<file path="src/rtl/sar_search.sv">
// Successive-approximation search: drives a candidate to an external comparator
// and narrows [lo,hi] one comparison at a time until equality, exhaustion or bad flags.
module sar_search #(
  parameter int WIDTH  = 8,
  parameter int SETTLE = 1
) (
  input  logic             clk,
  input  logic             rst_n,
  input  logic             start,
  output logic [WIDTH-1:0] guess,
  input  logic             cmp_eq,
  input  logic             cmp_gt,
  input  logic             cmp_lt,
  output logic             busy,
  output logic             done,
  output logic             found,
  output logic             err,
  output logic [WIDTH-1:0] result,
  output logic [4:0]       iters
);

  // state | meaning
  // IDLE  | waiting for start; outputs hold the last search
  // WAIT  | guess settling at the comparator; flags sampled when wcnt==1
  // DONE  | one-cycle completion pulse, then back to IDLE
  typedef enum logic [1:0] {IDLE, WAIT, DONE} stateT;

  localparam logic [WIDTH:0]   MAXV     = {1'b0, {WIDTH{1'b1}}};
  localparam logic [WIDTH:0]   ONE      = {{WIDTH{1'b0}}, 1'b1};
  localparam logic [WIDTH:0]   FIRSTEXT = MAXV >> 1;
  localparam logic [WIDTH-1:0] FIRST    = FIRSTEXT[WIDTH-1:0];
  localparam logic [3:0]       SETTLECNT = 4'(SETTLE);

  stateT          state;
  logic [WIDTH:0] lo;
  logic [WIDTH:0] hi;
  logic [3:0]     wcnt;

  // Bounds and midpoints are carried one bit wider so lo+hi never overflows.
  logic [WIDTH:0] guessExt;
  logic [WIDTH:0] hiDec;
  logic [WIDTH:0] loInc;
  logic [WIDTH:0] sumGt;
  logic [WIDTH:0] sumLt;
  logic           flagsValid;
  logic           atMax;

  assign guessExt   = {1'b0, guess};
  assign hiDec      = guessExt - ONE;
  assign loInc      = guessExt + ONE;
  assign sumGt      = lo + hiDec;
  assign sumLt      = loInc + hi;
  assign atMax      = (guessExt == MAXV);
  assign flagsValid = ( cmp_eq & ~cmp_gt & ~cmp_lt) |
                      (~cmp_eq &  cmp_gt & ~cmp_lt) |
                      (~cmp_eq & ~cmp_gt &  cmp_lt);

  always_ff @(posedge clk or negedge rst_n) begin
    if (!rst_n) begin
      state  <= IDLE;
      lo     <= '0;
      hi     <= '0;
      wcnt   <= '0;
      guess  <= '0;
      busy   <= 1'b0;
      done   <= 1'b0;
      found  <= 1'b0;
      err    <= 1'b0;
      result <= '0;
      iters  <= '0;
    end else begin
      done <= 1'b0;
      case (state)
        IDLE: begin
          if (start) begin
            lo    <= '0;
            hi    <= MAXV;
            guess <= FIRST;
            wcnt  <= SETTLECNT;
            iters <= '0;
            found <= 1'b0;
            err   <= 1'b0;
            busy  <= 1'b1;
            state <= WAIT;
          end
        end
        WAIT: begin
          if (wcnt == 4'd1) begin
            iters <= iters + 5'd1;
            if (!flagsValid) begin
              err   <= 1'b1;
              found <= 1'b0;
              busy  <= 1'b0;
              done  <= 1'b1;
              state <= DONE;
            end else if (cmp_eq) begin
              result <= guess;
              found  <= 1'b1;
              busy   <= 1'b0;
              done   <= 1'b1;
              state  <= DONE;
            end else if (cmp_gt) begin
              hi <= hiDec;
              // guess==0 makes hiDec wrap, so it is tested before the range check
              if (guess == '0 || lo > hiDec) begin
                found <= 1'b0;
                busy  <= 1'b0;
                done  <= 1'b1;
                state <= DONE;
              end else begin
                guess <= WIDTH'(sumGt >> 1);
                wcnt  <= SETTLECNT;
              end
            end else begin
              lo <= loInc;
              if (atMax || loInc > hi) begin
                found <= 1'b0;
                busy  <= 1'b0;
                done  <= 1'b1;
                state <= DONE;
              end else begin
                guess <= WIDTH'(sumLt >> 1);
                wcnt  <= SETTLECNT;
              end
            end
          end else begin
            wcnt <= wcnt - 4'd1;
          end
        end
        DONE: begin
          state <= IDLE;
        end
        default: begin
          state <= IDLE;
        end
      endcase
    end
  end

endmodule

</file>
<file path="config.mk">
export PLATFORM = sky130hd
export DESIGN_NAME = sar_search
export DESIGN_NICKNAME = d
export VERILOG_FILES = /design/src/rtl/sar_search.sv
export SDC_FILE = /design/constraint.sdc
export NUM_CORES = 1
export LEC_CHECK = 0
export BUFFER_PORTS_ARGS = -buffer_cell sky130_fd_sc_hd__buf_4
export CAP_MARGIN = 20
export CORE_MARGIN = 2
export CORE_UTILIZATION = 35
export CTS_BUF_LIST = sky130_fd_sc_hd__clkbuf_8
export DETAILED_ROUTE_END_ITERATION = 8
export PLACE_DENSITY = 0.62
export SYNTH_ARGS = -nofsm -noshare
export SYNTH_HDL_FRONTEND = slang
export SYNTH_SLANG_ARGS = --single-unit
</file>
<file path="constraint.sdc">
create_clock -name clk -period 5 [get_ports clk]
set_clock_uncertainty 0.1 [all_clocks]
set_input_delay 0.5 -clock clk [delete_from_list [all_inputs] [get_ports clk]]
set_output_delay 0.5 -clock clk [all_outputs]
set_load 0.1 [all_outputs]
</file>
==> metrics.txt <==
Core Box Area=roughly 10,000 sq um; routed wire length=9.31 mm; Buffers on Ports=30; kind of cell with the highest combined delay on the critical path=simple AND/OR/NAND/NOR gates; worst hold path type=in -> async; synthesis-to-finish area growth=13.1%; remaining max-slew budget at the tightest pin=43.2%; chip height=about 110 microns; clock sinks=a little under 50; Primary FF master, synth=sky130_fd_sc_hd__dfrtp_1; count of yosys warnings during synthesis=0; share of Yosys cell area claimed by the top area cell type=about 34%; data arrival time of the critical path=roughly 4200 ps; H-Tree Depth=2; Tot GR Track Use=between 15 and 20%; maximum fanout along the worst path=12; GR peak layer=met2; Buf/Inv on CP=0; overall die area=approximately 11,000 sq um; Detail Route Antenna Nets=0; met2 GRT Util=around 28%; worst hold slack=about 100 ps; transition time at the pin with the least slew margin=between 800 and 900 ps; final critical path time including I/O delays and setup=approximately 4100 ps; Tcrit/Tclk final=between 80 and 90%; RSZ-0062 raised after global routing=no; highest-delay cell along the critical path=sky130_fd_sc_hd__nor4b_1; number of cells on the worst reg-to-reg path=11; num rows=37; element type at the critical path end=flip-flop; number of instances resized during post-cts repair=0; Top cell by count, worst path=sky130_fd_sc_hd__nand2b_1; number of enable-type register cells in the synthesized netlist=0; sequential-to-total area share from yosys stat=between 30% and 40%; number of nets produced by synthesis=447; fill cell count=roughly 1,000; die width=approximately 110 microns; sum of overflow across all layers after global routing=0; top-level I/O count=31; count of buffers added by post-CTS timing repair for setup=0; final RePlAce weighted congestion=around 0.94; Finish-stage setup viols=0; largest net degree at the start of global routing=50; effective utilization at floorplan=a little over a third; Slowest Stage Delay on Critical Path=600 ps; Clock Tree Buf Depth=2; number of DRC violations after detailed routing=0; Synth Cell Area=approximately 3600 sq um; register bit count reported by yosys=49; Final Max Slew Viols=0; syn_area_per_cell=approximately 9.0 sq um; layout cells sized above 1=about 15%; async set or reset register ratio after synthesis=100%; number of antenna diodes=0; cell count after synthesis=between 400 and 500; met1 routing resource usage after global routing=~25%; critical path class=reg -> reg; number of vias per cell=around 5.2; number of standard cells in the final layout excluding fillers=568; max cap viols=0; Stages on worst setup path=11; Inserted Clock Buffers=5; peak clock frequency supported by timing=around 240 MHz; drt first-iter violations=just under 200; TritonCTS clock tree=built; antenna violations before repair=0; number of nets in the finished design=approximately 480; half-perimeter wire length after detailed placement=between 7 and 8 mm; accumulated negative setup slack=0 ps; result of the run=finished clean; worst-skew pair later-pin latency=~320 ps; nature of the critical path startpoint=flip-flop; largest area contributor in the synthesized netlist=sky130_fd_sc_hd__dfrtp_1; cell-by-cell listing of the critical path=nor3_1, nor4b_1, nand2_1, ha_1, nand2b_1, nor3_2, nand2b_1, or4_1, o211a_4, a211oi_4, mux2_4; mean routed wirelength per cell=~16 microns; Worst-path clk slew=about 100 ps; met3 layer usage reported by global route=between 1.5 and 2%; TritonRoute pass-1 iters=4; count of different cell masters after synthesis=between 50 and 60; vias in the first global route=2,866; total count of hold-check failures in the final report=0; leading post-synthesis cells by cell area=sky130_fd_sc_hd__dfrtp_1 (34%), sky130_fd_sc_hd__ha_1 (12%), sky130_fd_sc_hd__o21ai_0 (4.9%); Post-CTS Hold Fix Bufs=0; required time at the worst-slack endpoint=between 5000 and 6000 ps; clock root cell=sky130_fd_sc_hd__clkbuf_8; number of cells after detailed placement=560; wire length of the first global-routing pass=15.5 mm; number of vias after detailed routing=between 2,000 and 3,000
==> cell type report <==
type | instances | area [sq um] | share of cell area, %
clock inverter | 2 | 37.5 | 0.910
inverter | 29 | 109 | 2.64
clock buffer | 6 | 82.6 | 2.00
timing repair buffer | 33 | 248 | 6.01
multi-input combinational | 313 | 2250 | 54.6
tap | 136 | 170 | 4.13
sequential | 49 | 1230 | 29.7
==> sequential cells by signal, summed over array words and instances (netlist names) <==
signal and cells:
wcnt 4, busy 1, lo 9, found 1, iters 5, result 8
state 2, guess 8, hi 9, err 1, done 1
==> cell usage in the layout (no fill, tap or decap), types with 10 or more instances in the layout <==
master,count
sky130_fd_sc_hd__xor2_1,17
sky130_fd_sc_hd__ha_1,36
sky130_fd_sc_hd__dfrtp_1,49
sky130_fd_sc_hd__inv_1,28
sky130_fd_sc_hd__a21oi_1,22
sky130_fd_sc_hd__xnor2_1,12
sky130_fd_sc_hd__nand3_1,10
sky130_fd_sc_hd__o21ai_0,36
sky130_fd_sc_hd__nor2_1,27
sky130_fd_sc_hd__buf_4,33
sky130_fd_sc_hd__nand2b_1,11
sky130_fd_sc_hd__nand2_1,40
==> Yosys cell counts (6+ instances only) <==
| library cell | instances |
|---|---|
| sky130_fd_sc_hd__ha_1 | 36 |
| sky130_fd_sc_hd__nor2_1 | 27 |
| sky130_fd_sc_hd__clkbuf_1 | 7 |
| sky130_fd_sc_hd__xnor2_1 | 12 |
| sky130_fd_sc_hd__nand2b_1 | 11 |
| sky130_fd_sc_hd__inv_1 | 28 |
| sky130_fd_sc_hd__nor2b_1 | 6 |
| sky130_fd_sc_hd__nand3_1 | 10 |
| sky130_fd_sc_hd__nand4_1 | 7 |
| sky130_fd_sc_hd__dfrtp_1 | 49 |
| sky130_fd_sc_hd__a31oi_1 | 7 |
| sky130_fd_sc_hd__mux2_2 | 6 |
| sky130_fd_sc_hd__xor2_1 | 17 |
| sky130_fd_sc_hd__a21oi_1 | 22 |
| sky130_fd_sc_hd__o21ai_0 | 36 |
| sky130_fd_sc_hd__nand2_1 | 40 |
| sky130_fd_sc_hd__nor3_1 | 7 |
| sky130_fd_sc_hd__a211oi_1 | 6 |
==> metrics by stage <==
stage	setup slack (ps)	cell area (sq um)	utilization (%)
floorplan	716	3650	-
global placement	952	4000	39.1
detailed placement	963	4000	39.1
CTS	924	4120	40.3
global route	642	4120	40.3
finish	881	4120	40.3
==> worst reg2reg max path, stage by stage (launching register included) <==
cell and delay [ps]:
sky130_fd_sc_hd__dfrtp_1 550, sky130_fd_sc_hd__nor3_1 270, sky130_fd_sc_hd__nor4b_1 600, sky130_fd_sc_hd__nand2_1 130, sky130_fd_sc_hd__ha_1 350, sky130_fd_sc_hd__nand2b_1 100
sky130_fd_sc_hd__nor3_2 160, sky130_fd_sc_hd__nand2b_1 130, sky130_fd_sc_hd__or4_1 530, sky130_fd_sc_hd__o211a_4 190, sky130_fd_sc_hd__a211oi_4 550, sky130_fd_sc_hd__mux2_4 340
==> path summary, 6_finish.rpt <==
kind | end | slack, ps | startpoint
worst max-delay path | guess[5] | 880 | guess[2]
worst min-delay path | wcnt[0] | 100 | rst_n
worst max register to register | guess[5] | 880 | guess[2]
worst min register to register | result[1] | 390 | result[1]
max in group asynchronous | lo[6] | 4270 | rst_n
min in group clk | result[1] | 390 | result[1]
==> kinds of logic (layout without fill, tap and decap cells) <==
| family | after synthesis | in the layout | synth area share [%] |
|---|---|---|---|
| simple gates | 131 | 131 | 18.6 |
| compound gates | 100 | 100 | 17.6 |
| flops | 49 | 49 | 33.6 |
| buf+inv | 41 | 70 | 4.63 |
| fa+ha+maj | 38 | 38 | 13.5 |
| xor+xnor | 30 | 30 | 7.41 |
| mux | 14 | 14 | 4.63 |
==> metal layers <==
layer | wire length, microns | share of wire (%)
met5 | 0 | 0
met4 | 131 | 1.4
met3 | 407 | 4.4
met2 | 4320 | 46
met1 | 4450 | 48
Power is not shown: default switching activity piles up to over one toggle a cycle in this logic, so the estimate is an artifact.
